--- src/rtl/keypad_scanner_pkg.sv ---
// rtl/keypad_scanner_pkg.sv - shared key codes, debounce states and scan helpers
// Purpose : constants shared by the keypad scanner, its keymap LUT and the bench.
// Contents: KEY_0..KEY_F / KEY_NONE codes, ks_state_e debounce states,
//           first_low_col() column priority encoder.
package keypad_scanner_pkg;

   localparam logic [4:0] KEY_0    = 5'h00;
   localparam logic [4:0] KEY_1    = 5'h01;
   localparam logic [4:0] KEY_2    = 5'h02;
   localparam logic [4:0] KEY_3    = 5'h03;
   localparam logic [4:0] KEY_4    = 5'h04;
   localparam logic [4:0] KEY_5    = 5'h05;
   localparam logic [4:0] KEY_6    = 5'h06;
   localparam logic [4:0] KEY_7    = 5'h07;
   localparam logic [4:0] KEY_8    = 5'h08;
   localparam logic [4:0] KEY_9    = 5'h09;
   localparam logic [4:0] KEY_A    = 5'h0A;
   localparam logic [4:0] KEY_B    = 5'h0B;
   localparam logic [4:0] KEY_C    = 5'h0C;
   localparam logic [4:0] KEY_D    = 5'h0D;
   localparam logic [4:0] KEY_E    = 5'h0E;
   localparam logic [4:0] KEY_F    = 5'h0F;
   localparam logic [4:0] KEY_NONE = 5'h10;

   typedef enum logic [1:0] {
      KS_IDLE       = 2'd0,
      KS_DB_PRESS   = 2'd1,
      KS_HELD       = 2'd2,
      KS_DB_RELEASE = 2'd3
   } ks_state_e;

   // Lowest-numbered active-low column; returns 0 when none is low,
   // callers qualify with their own "any column low" test.
   function automatic logic [1:0] first_low_col(input logic [3:0] col_n);
      logic [1:0] idx;
      idx = 2'd0;
      for (int i = 3; i >= 0; i--) begin
         if (!col_n[i]) idx = 2'(i);
      end
      return idx;
   endfunction

endpackage

--- src/rtl/keypad_scanner_if.sv ---
// rtl/keypad_scanner_if.sv - keypad matrix lines and debounced key bus
// Purpose : bundles the matrix wires and the key output bus.
// Signals : col (4, active-low, from keypad), row (4, active-low one-hot drive),
//           key (5, debounced code), key_strobe (1-clk pulse per accepted press).
// Modports: master = scanner side, slave = keypad/consumer side.
interface keypad_scanner_if;

   logic [3:0] col;
   logic [3:0] row;
   logic [4:0] key;
   logic       key_strobe;

   modport master (input col, output row, output key, output key_strobe);
   modport slave  (output col, input row, input key, input key_strobe);

endinterface

--- src/rtl/keypad_scanner_keymap.sv ---
// rtl/keypad_scanner_keymap.sv - combinational {row,col} to key code LUT
// Purpose : maps a matrix position to its key code.
// Ports   : row_idx_i (2) row index, col_idx_i (2) column index, code_o (5) key code.
//           Layout  row0: 1 2 3 A | row1: 4 5 6 B | row2: 7 8 9 C | row3: E 0 F D
module keypad_keymap
   import keypad_scanner_pkg::*;
(
   input  logic [1:0] row_idx_i,
   input  logic [1:0] col_idx_i,
   output logic [4:0] code_o
);

   always_comb begin
      code_o = KEY_NONE;
      case ({row_idx_i, col_idx_i})
         4'd0:  code_o = KEY_1;
         4'd1:  code_o = KEY_2;
         4'd2:  code_o = KEY_3;
         4'd3:  code_o = KEY_A;
         4'd4:  code_o = KEY_4;
         4'd5:  code_o = KEY_5;
         4'd6:  code_o = KEY_6;
         4'd7:  code_o = KEY_B;
         4'd8:  code_o = KEY_7;
         4'd9:  code_o = KEY_8;
         4'd10: code_o = KEY_9;
         4'd11: code_o = KEY_C;
         4'd12: code_o = KEY_E;
         4'd13: code_o = KEY_0;
         4'd14: code_o = KEY_F;
         4'd15: code_o = KEY_D;
         default: code_o = KEY_NONE;
      endcase
   end

endmodule

--- src/rtl/keypad_scanner.sv ---
// rtl/keypad_scanner.sv - 4x4 matrix keypad scanner with debounce
// Purpose : drives rows, samples synchronized columns, debounces whole scans
//           and presents a level key code plus a strobe per accepted press.
// Ports   : clk (system clock), rst (asynchronous, active-low reset),
//           kp (keypad_scanner_if.master: col in, row/key/key_strobe out).
// Option  : KEYPAD_AUTOREPEAT_EN adds repeat strobes while a key stays held
//           (REPEAT_DELAY_SCANS to the first, REPEAT_SCANS between later ones).
module keypad_scanner
   import keypad_scanner_pkg::*;
#(
   parameter int SCAN_DIV       = 1000,
   parameter int DEBOUNCE_SCANS = 4
`ifdef KEYPAD_AUTOREPEAT_EN
   ,
   parameter int REPEAT_DELAY_SCANS = 64,
   parameter int REPEAT_SCANS       = 16
`endif
)
(
   input  logic             clk,
   input  logic             rst,
   keypad_scanner_if.master kp
);

   localparam int               DIV_W    = (SCAN_DIV > 1) ? $clog2(SCAN_DIV) : 1;
   localparam logic [DIV_W-1:0] DIV_LAST = DIV_W'(SCAN_DIV - 1);
   localparam int               CNT_W    = $clog2(DEBOUNCE_SCANS + 1);
   localparam logic [CNT_W-1:0] CNT_DONE = CNT_W'(DEBOUNCE_SCANS);

   logic [3:0]       col_s1_q, col_s2_q;
   logic [DIV_W-1:0] div_q;
   logic [1:0]       row_idx_q;
   logic [3:0]       row_q;
   logic [4:0]       acc_q;

   logic             tick, scan_end, col_any;
   logic [1:0]       col_idx;
   logic [4:0]       lut_code, row_code, raw;

   ks_state_e        state_q, state_d;
   logic [4:0]       cand_q, cand_d;
   logic [CNT_W-1:0] cnt_q, cnt_d, cnt_inc;
   logic [4:0]       key_q, key_d;
   logic             strobe_q, strobe_d;

   assign tick     = (div_q == DIV_LAST);
   assign scan_end = tick && (row_idx_q == 2'd3);
   assign col_any  = (col_s2_q != 4'hF);
   assign col_idx  = first_low_col(col_s2_q);

   keypad_keymap u_keymap (
      .row_idx_i (row_idx_q),
      .col_idx_i (col_idx),
      .code_o    (lut_code)
   );

   assign row_code = col_any ? lut_code : KEY_NONE;
   // Lowest row wins: once a row has produced a code the later rows are ignored.
   assign raw      = (acc_q != KEY_NONE) ? acc_q : row_code;

   // Synchronizer, prescaler, row walker and scan accumulator.
   always_ff @(posedge clk or negedge rst) begin
      if (!rst) begin
         col_s1_q  <= 4'hF;
         col_s2_q  <= 4'hF;
         div_q     <= '0;
         row_idx_q <= 2'd0;
         row_q     <= 4'b1110;
         acc_q     <= KEY_NONE;
      end else begin
         col_s1_q <= kp.col;
         col_s2_q <= col_s1_q;
         if (tick) begin
            div_q     <= '0;
            row_idx_q <= row_idx_q + 2'd1;
            row_q     <= ~(4'b0001 << (row_idx_q + 2'd1));
            // raw is consumed by the FSM on scan_end; start the next scan empty.
            acc_q     <= scan_end ? KEY_NONE : raw;
         end else begin
            div_q <= div_q + DIV_W'(1);
         end
      end
   end

   assign cnt_inc = (cnt_q < CNT_DONE) ? cnt_q + CNT_W'(1) : cnt_q;

`ifdef KEYPAD_AUTOREPEAT_EN
   logic [15:0] rep_cnt_q, rep_cnt_d, rep_next;
   logic        rep_armed_q, rep_armed_d;
   assign rep_next = rep_cnt_q + 16'd1;
`endif

   always_ff @(posedge clk or negedge rst) begin
      if (!rst) begin
         state_q  <= KS_IDLE;
         cand_q   <= KEY_NONE;
         cnt_q    <= '0;
         key_q    <= KEY_NONE;
         strobe_q <= 1'b0;
`ifdef KEYPAD_AUTOREPEAT_EN
         rep_cnt_q   <= '0;
         rep_armed_q <= 1'b0;
`endif
      end else begin
         state_q  <= state_d;
         cand_q   <= cand_d;
         cnt_q    <= cnt_d;
         key_q    <= key_d;
         strobe_q <= strobe_d;
`ifdef KEYPAD_AUTOREPEAT_EN
         rep_cnt_q   <= rep_cnt_d;
         rep_armed_q <= rep_armed_d;
`endif
      end
   end

   always_comb begin
      state_d  = state_q;
      cand_d   = cand_q;
      cnt_d    = cnt_q;
      key_d    = key_q;
      strobe_d = 1'b0;
`ifdef KEYPAD_AUTOREPEAT_EN
      rep_cnt_d   = rep_cnt_q;
      rep_armed_d = rep_armed_q;
`endif
      if (scan_end) begin
         case (state_q)
            KS_IDLE: begin
               if (raw != KEY_NONE) begin
                  state_d = KS_DB_PRESS;
                  cand_d  = raw;
                  cnt_d   = CNT_W'(1);
               end
            end
            KS_DB_PRESS: begin
               if (raw == cand_q) begin
                  cnt_d = cnt_inc;
                  if (cnt_inc == CNT_DONE) begin
                     state_d  = KS_HELD;
                     key_d    = cand_q;
                     strobe_d = 1'b1;
                  end
               end else if (raw == KEY_NONE) begin
                  state_d = KS_IDLE;
                  cnt_d   = '0;
               end else begin
                  cand_d = raw;
                  cnt_d  = CNT_W'(1);
               end
            end
            KS_HELD: begin
               if (raw != key_q) begin
                  state_d = KS_DB_RELEASE;
                  cand_d  = raw;
                  cnt_d   = CNT_W'(1);
               end
            end
            KS_DB_RELEASE: begin
               if (raw == key_q) begin
                  state_d = KS_HELD;
               end else if (raw == cand_q) begin
                  cnt_d = cnt_inc;
                  if (cnt_inc == CNT_DONE) begin
                     key_d = cand_q;
                     if (cand_q == KEY_NONE) begin
                        state_d = KS_IDLE;
                     end else begin
                        state_d  = KS_HELD;
                        strobe_d = 1'b1;
                     end
                  end
               end else begin
                  cand_d = raw;
                  cnt_d  = CNT_W'(1);
               end
            end
            default: state_d = KS_IDLE;
         endcase
      end
`ifdef KEYPAD_AUTOREPEAT_EN
      // Any entry into or exit from KS_HELD restarts the initial delay.
      if ((state_q != KS_HELD) || (state_d != KS_HELD)) begin
         rep_cnt_d   = '0;
         rep_armed_d = 1'b0;
      end else if (scan_end) begin
         if (rep_next == (rep_armed_q ? 16'(REPEAT_SCANS) : 16'(REPEAT_DELAY_SCANS))) begin
            strobe_d    = 1'b1;
            rep_cnt_d   = '0;
            rep_armed_d = 1'b1;
         end else begin
            rep_cnt_d = rep_next;
         end
      end
`endif
   end

   assign kp.row        = row_q;
   assign kp.key        = key_q;
   assign kp.key_strobe = strobe_q;

endmodule
--- src/flat_wrapper.sv ---
// flat-port wrapper written by rule: the top's interface ports become plain ports
module keypad_scanner_flat import keypad_scanner_pkg::*;
#(
   parameter int SCAN_DIV       = 1000,
   parameter int DEBOUNCE_SCANS = 4

)
  (clk, rst, kp_col, kp_row, kp_key, kp_key_strobe);
  keypad_scanner_if kp_i ();
  input  logic clk;
  input  logic rst;
  input wire logic [$bits(kp_i.col)-1:0] kp_col;
  output wire logic [$bits(kp_i.row)-1:0] kp_row;
  output wire logic [$bits(kp_i.key)-1:0] kp_key;
  output wire logic [$bits(kp_i.key_strobe)-1:0] kp_key_strobe;
  assign kp_i.col = kp_col;
  assign kp_row = kp_i.row;
  assign kp_key = kp_i.key;
  assign kp_key_strobe = kp_i.key_strobe;
  keypad_scanner #(.SCAN_DIV(SCAN_DIV), .DEBOUNCE_SCANS(DEBOUNCE_SCANS)) u_core (.clk(clk), .rst(rst), .kp(kp_i));
endmodule
--- config.mk ---
export PLATFORM = sky130hd
export DESIGN_NAME = keypad_scanner_flat
export DESIGN_NICKNAME = d
export VERILOG_FILES = /design/src/rtl/keypad_scanner_pkg.sv /design/src/rtl/keypad_scanner_if.sv /design/src/rtl/keypad_scanner_keymap.sv /design/src/rtl/keypad_scanner.sv /design/src/flat_wrapper.sv
export SDC_FILE = /design/constraint.sdc
export NUM_CORES = 1
export LEC_CHECK = 0
export ABC_AREA = 1
export BUFFER_PORTS_ARGS = -buffer_cell sky130_fd_sc_hd__buf_2
export CAP_MARGIN = 15
export CORE_MARGIN = 2
export CORE_UTILIZATION = 50
export DETAILED_ROUTE_END_ITERATION = 12
export GPL_ROUTABILITY_DRIVEN = 0
export GPL_TIMING_DRIVEN = 0
export MAX_ROUTING_LAYER = met4
export PLACE_DENSITY = 0.67
export SETUP_SLACK_MARGIN = 0.2
export SLEW_MARGIN = 10
export SYNTH_ARGS = -nofsm -noshare
export SYNTH_HDL_FRONTEND = slang
export SYNTH_HIERARCHICAL = 1
export SYNTH_SLANG_ARGS = --single-unit
--- constraint.sdc ---
create_clock -name clk -period 8.95 [get_ports clk]
set_clock_uncertainty 0.2 [all_clocks]
set_input_delay 0.4475 -clock clk [delete_from_list [all_inputs] [get_ports clk]]
set_output_delay 0.4475 -clock clk [all_outputs]
set_load 0.05 [all_outputs]
==> flow_metrics.tcl, run 1 <==
set metrics [dict create \
    cts_max_level 2 \
    status "finished, final reports clean" \
    worstMarginPinSlew_ns 0.963 \
    dieHeight_um 78.2 \
    arrival_ns 3.67 \
    clk-insertion-delay-late_ns 0.29 \
    hold_start "kp_col[2]" \
    synthCells 354 \
    cts_sinks 45 \
    final_area_sq_um 3010 \
    viasPerCell 4.82 \
    grt_max_degree 46 \
    clk_path_buf_depth 2 \
    fin_nets 393 \
    hold_violations 0 \
    timing.final.crit_share_pct 41.2 \
    required_ns 8.93 \
    antenna_found_initial 0 \
    dp_slack_ns 5.26 \
    rows 27 \
    clkPwrFrac_pct 35.1 \
    multiInputGateArea_sq_um 1380 \
    crit_path_end_kind "flop" \
    worstSetupPathType "flop to flop" \
    worst_slack_ns 5.26 \
    port_buffers 15 \
    clkTransAtPathRegs_ns 0.08 \
    grt_overflow 0 \
    final-seq-area_sq_um 1140 \
    postRouteWirelength_um 5050 \
    synth.distinct_cells 35 \
    cts-root-buf "clkbuf_8" \
    pwr-share-comb_pct 7.3 \
    internal_power_mw 0.278 \
    ys_seq_area_share_pct 41.5 \
    fmax_mhz 271 \
    cts_tree "yes" \
    worstPathMaxFanout 6 \
    via_count 2162 \
    synth_top_cell_by_area "dfrtp_1" \
    n_fill_cell 520 \
    peakVddDrop_v 0.0000724 \
    p_sw_mw 0.0824 \
    diodes 0 \
    hold_class "input port to flop" \
    switching_share_pct 22.9 \
    p_seq_share_pct 57.6 \
    p_leak_nw 1.54 \
    drtIter0Drc 119 \
    postCtsSetupBuffers 0 \
    grt_pass1_wl_um 8950 \
    first_pass_iters 4 \
    drv_cap 0 \
    period_minus_slack_ns 3.69 \
    synth_area_sq_um 2750 \
    placed_area_sq_um 2920 \
    die_x_um 78.2 \
    grt_pass1_vias 2044 \
    core_area_sq_um 5410 \
    rsz0062_at_grt "false" \
    report.final.setup_viol 0 \
    place_hpwl_um 3800 \
    drc 0 \
    ys_ff_latch 45 \
    synthesis.nets 371 \
    initial_utilization_pct 50.9 \
    hold_buffers 0 \
    dp_cells 441 \
    antenna_left 0 \
    syn_avg_cell_area_sq_um 7.78 \
    finalSetupTns_ns 0 \
    power_mw 0.360 \
    r2r-start "u_core/col_s2_q[2]" \
    slew_violations 0 \
    crit_path_start_kind "flop" \
    io_pins 16 \
    synth_area_leaders "dfrtp_1, dfstp_2, nand2_1" \
    max_slew_margin_pct 35.8 \
    ys_warn_count 6 \
    cts_resized 0 \
    area_growth_pct 9.27 \
    yosysTopAreaCellShare_pct 28.2 \
    crit_path_start "u_core/col_s2_q[2]" \
    wl_per_cell_um 11.3 \
    drive_gt1_share_pct 20.7 \
    die_area_sq_um 6110 \
    grt_usage_pct 18.7 \
    final_cells 449 \
    powerDensity_nw_per_um2 120 \
    numCtsBuffers 5 \
]
[metrics by stage]
step / utilization (%) / hold slack [ns]
detailed placement: 54.0 / 0.147
finish: 55.6 / 0.0576
CTS: 55.6 / 0.0430
floorplan: - / -0.0481
global placement: 54.0 / 0.147
global route: 55.6 / 0.0337
[worst paths after layout]
path	endpoint	slack, ns	cells after the start
max in group asynchronous	u_core/acc_q[0]	7.83	1
min	u_core/col_s1_q[2]	0.06	1
max reg2reg	u_core/cand_q[3]	5.26	21
min reg2reg	u_core/col_s2_q[2]	0.16	0
max	u_core/cand_q[3]	5.26	21
min in group asynchronous	u_core/kp.key[1]	0.10	1
[critical path: stages (launching register included)]
cell      delay [ns]
dfstp_2         0.55
nand2_1         0.05
a21boi_0        0.62
inv_1           0.20
ha_1            0.34
inv_1           0.05
nand2_1         0.04
nand2_1         0.05
nand2_1         0.04
nand2_1         0.06
inv_1           0.03
nor2_1          0.17
nand2_4         0.09
nand2_2         0.13
nor2_1          0.07
nand3_1         0.15
nand3b_1        0.16
nand2_1         0.10
nor2_2          0.16
nand3_2         0.16
nand2_1         0.09
nand2_1         0.05
[final cells by class]
class                      instances  area share, %
buffer                             2          0.374
clock buffer                       8           3.00
sequential                        45           38.0
timing repair buffer              15           2.50
tap                               72           3.00
inverter                          58           7.24
multi-input combinational        249           45.9
[cells in the mapped netlist, drive strengths merged]
library cell and count:
o21a 1, dfstp 14, xnor2 2, a2bb2oi 1, o211ai 5, o21bai 1
nor3 10, inv 58, nand2 113, a21boi 1, nor2 39, dfrtp 31
a21oi 5, nand4 3, o21ai 14, and3 1, xor2 2, buf 2
nand3 35, or2 1, ha 11, mux2i 1, conb 1, nand3b 2
[kinds of logic after synthesis]
kind of cell,Yosys count,synth area share [%]
flip-flops,45,41.5
adder cells (fa/ha/maj),11,5.00
AND/OR/NAND/NOR,204,37.4
other,1,0.136
buffers and inverters,60,8.32
XOR/XNOR,4,1.27
AO/OA/AOI/OAI,28,5.96
multiplexers,1,0.364
[layout by cell type, fill, tap and decap left out, types with 2 or more instances in the layout]
cell      instances
nand2_1          98
inv_1            54
dfrtp_1          31
nand3_1          28
nor2_1           25
buf_2            15
dfstp_2          14
nand2_2          12
ha_1             11
nor3_1            9
nor2_2            8
o21ai_1           8
clkbuf_8          6
o21ai_0           6
nand3_2           5
a21oi_1           5
nor2_4            5
o211ai_1          5
inv_2             4
nand2_4           3
nand4_1           3
clkbuf_1          2
xor2_1            2
xnor2_1           2
nand3_4           2
nand3b_1          2
[power groups by stage]
stage               combinational, mW  sequential (mW)  clock, mW
finish                         0.0262            0.208      0.127
global placement               0.0263            0.211          0
detailed placement             0.0267            0.211          0
floorplan                      0.0183            0.211          0
CTS                            0.0267            0.208      0.133
global route                   0.0299            0.208      0.142
[metal layers]
metal | vias up | share of wire [%] | global-route usage, %
met2 | 39 | 48 | 31.1
met4 | 0 | 0.67 | 4.56
met1 | 971 | 48 | 23.6
met5 | - | 0 | -
met3 | 4 | 3.9 | 3.68
li1 | 1148 | - | -
[registers in the layout, summed over array words and instances (netlist names)]
name,cells
u_core/kp.key_strobe,1
u_core/cnt_q,3
u_core/kp.key,5
u_core/row_idx_q,2
u_core/col_s1_q,4
u_core/col_s2_q,4
u_core/div_q,10
u_core/cand_q,5
u_core/state_q,2
u_core/acc_q,5
u_core/kp.row,4
Power figures use the tool's default switching activity.
==> run 2, diff against run 1 <==
--- a/config.mk
+++ b/config.mk
@@ -5,7 +5,7 @@
 export SDC_FILE = /design/constraint.sdc
 export NUM_CORES = 1
 export LEC_CHECK = 0
-export ABC_AREA = 1
+export ABC_AREA = 0
 export BUFFER_PORTS_ARGS = -buffer_cell sky130_fd_sc_hd__buf_2
 export CAP_MARGIN = 15
 export CORE_MARGIN = 2
@@ -14,7 +14,7 @@
 export GPL_ROUTABILITY_DRIVEN = 0
 export GPL_TIMING_DRIVEN = 0
 export MAX_ROUTING_LAYER = met4
-export PLACE_DENSITY = 0.67
+export PLACE_DENSITY = 0.7
 export SETUP_SLACK_MARGIN = 0.2
 export SLEW_MARGIN = 10
 export SYNTH_ARGS = -nofsm -noshare
==> constraint.sdc (replaced) <==
create_clock -name clk -period 3.25 [get_ports clk]
set_clock_uncertainty 0.2 [all_clocks]
set_input_delay 0.1625 -clock clk [delete_from_list [all_inputs] [get_ports clk]]
set_output_delay 0.1625 -clock clk [all_outputs]
set_load 0.05 [all_outputs]
==> flow_metrics.tcl, run 2 <==
set metrics [dict create \
    clk-insertion-delay-late_ns 0.30 \
    hold_start "u_core/col_s1_q[1]" \
    core_area_sq_um 4820 \
    postRouteWirelength_um 5640 \
    grt_overflow 0 \
    largest_reg_flops 10 \
    synthCells 243 \
    p_leak_nw 1.46 \
    grt_pass1_wl_um 9170 \
    peakVddDrop_v 0.000273 \
    slew_violations 0 \
    max_slew_margin_pct 34.5 \
    initial_utilization_pct 53.0 \
    fmax_mhz 296 \
    ys_warn_count 6 \
    fin_nets 302 \
    grt_max_degree 46 \
    drtIter0Drc 135 \
    antenna_left 0 \
    power_mw 1.10 \
    holdWs_ns 0.158 \
    synth_top_cell_by_area "dfrtp_1" \
    worstMarginPinSlew_ns 0.982 \
    hold_class "flop to flop" \
    hold_violations 0 \
    rrSetupSlack_ns -0.13 \
    dp_slack_ns -0.495 \
    crit_path_start_kind "flop" \
    ys_ff_latch 45 \
    period_minus_slack_ns 3.38 \
    die_area_sq_um 5690 \
    synth.distinct_cells 52 \
    ys_seq_area_share_pct 44.8 \
    arrival_ns 3.37 \
    crit_path_end_kind "flop" \
    viasPerCell 5.63 \
    drv_cap 0 \
    first_pass_iters 4 \
    synthesis.nets 260 \
    layout_common_cells "dfrtp_1, buf_2, nor2_1, nand2_1" \
    largest-register "u_core/div_q" \
    synth_area_sq_um 2550 \
    required_ns 3.23 \
    cts_sinks 45 \
    synth_ff_type "dfrtp_1" \
    place_hpwl_um 3500 \
    drive_gt1_share_pct 34.3 \
    async_flop_share_pct 100 \
    timing.final.crit_share_pct 104 \
    io_pins 16 \
    grt_pass1_vias 1997 \
    final_common_cell "dfrtp_1" \
    hold_end "u_core/col_s2_q[1]" \
    synth-edff-count 0 \
    syn_avg_cell_area_sq_um 10.5 \
    status "finished with violations" \
    diodes 0 \
    dieHeight_um 75.4 \
    final_cells 353 \
    worstSetupPathType "flop to flop" \
    area_growth_pct 25.5 \
    grt_usage_pct 22.5 \
    violations "negative setup slack" \
    placed_area_sq_um 2730 \
    antenna_found_initial 0 \
    powerDensity_nw_per_um2 343 \
    yosys-top-cells-count "dfrtp_1, nand2_1, nor2_1, dfstp_2, inv_1" \
    report.final.setup_viol 13 \
    cts-root-buf "clkbuf_8" \
    rsz0062_at_grt "true" \
    r2r_cells 12 \
    r2r-start "u_core/col_s2_q[2]" \
    rows 25 \
    clkTransAtPathRegs_ns 0.08 \
    clk_path_buf_depth 2 \
    worstPathMaxFanout 5 \
    yosysTopAreaCellShare_pct 30.4 \
    whs_path_depth 0 \
    cts_tree "yes" \
    numCtsBuffers 5 \
    regToRegEndpoint "u_core/kp.key[0]" \
    dp_cells 325 \
    via_count 1989 \
    final_area_sq_um 3200 \
    wl_per_cell_um 16.0 \
    worst_slack_ns -0.132 \
    cts_max_level 2 \
    synth.most_common_cell "dfrtp_1" \
    drc 0 \
    die_x_um 75.4 \
    port_buffers 15 \
    synth_area_leaders "dfrtp_1, dfstp_2, ha_1" \
]
-- run 2: final cells by class --
class | count | area [sq um]
repair buffers | 35 | 245
plain buffers | 14 | 95.1
clock inverters | 1 | 30.0
clock buffers | 7 | 86.3
multi-input cells | 171 | 1470
fillers | 382 | 1620
inverters | 13 | 48.8
well taps | 67 | 83.8
flip-flops and latches | 45 | 1140
-- run 2: worst max path at each step --
stage | cells past startpoint | slack, ns | from | to
after floorplan | 12 | -0.12 | u_core/col_s2_q[2] | u_core/kp.key[0]
after global placement | 12 | -0.41 | u_core/col_s2_q[2] | u_core/kp.key[2]
after detailed placement | 12 | -0.50 | u_core/col_s2_q[2] | u_core/kp.key[2]
after CTS | 12 | -0.06 | u_core/col_s2_q[1] | u_core/kp.key[0]
after global routing | 12 | -0.23 | u_core/col_s2_q[2] | u_core/kp.key[0]
final | 12 | -0.13 | u_core/col_s2_q[2] | u_core/kp.key[0]
-- run 2: stage by stage --
stage,util (%),setup TNS [ns]
after floorplan,-,-0.483
after global placement,56.8,-3.17
after detailed placement,56.8,-4.50
after CTS,64.6,-0.236
after global routing,66.4,-2.79
final,66.4,-1.09
-- run 2: timing repair --
action,in CTS,in global routing
gates cloned,0,0
hold buffers,5,0
resized for setup,24,10
setup buffers,11,4
setup endpoints to repair,16,16
hold endpoints to repair,35,0
pin swaps,8,7
-- run 2: cell families (layout without fill, tap and decap cells) --
group / count (synthesis) / count (layout) / synth area share [%]
mux: 18 / 18 / 8.44
fa+ha+maj: 11 / 11 / 5.39
flops: 45 / 45 / 44.8
simple gates: 83 / 83 / 18.7
xor+xnor: 11 / 11 / 3.78
compound gates: 47 / 47 / 13.3
other cells: 1 / 1 / 0.147
buf+inv: 27 / 70 / 5.40
-- run 2: critical path, stage by stage (launching register included) --
cell	delay (ns)
dfstp_2	0.57
nand2b_4	0.06
a21boi_4	0.20
inv_2	0.10
ha_4	0.16
mux4_2	0.47
and2_4	0.16
a311oi_2	0.27
o22ai_2	0.17
nor4_4	0.22
and4_1	0.25
buf_6	0.14
mux2_4	0.30
-- run 2: report_power, final --
group	switching, mW	internal [mW]
Combinational	0.0482	0.0419
Sequential	0.00375	0.569
Clock	0.185	0.251
Total	0.237	0.862
-- run 2: per-layer routing --
metal	track usage, %	routed length (um)	part of all wire, %	vias up
met5	-	0	0	-
met2	37.2	2830	50	50
li1	-	-	-	957
met4	9.16	161	2.9	0
met3	4.37	194	3.4	19
met1	27.1	2450	44	963
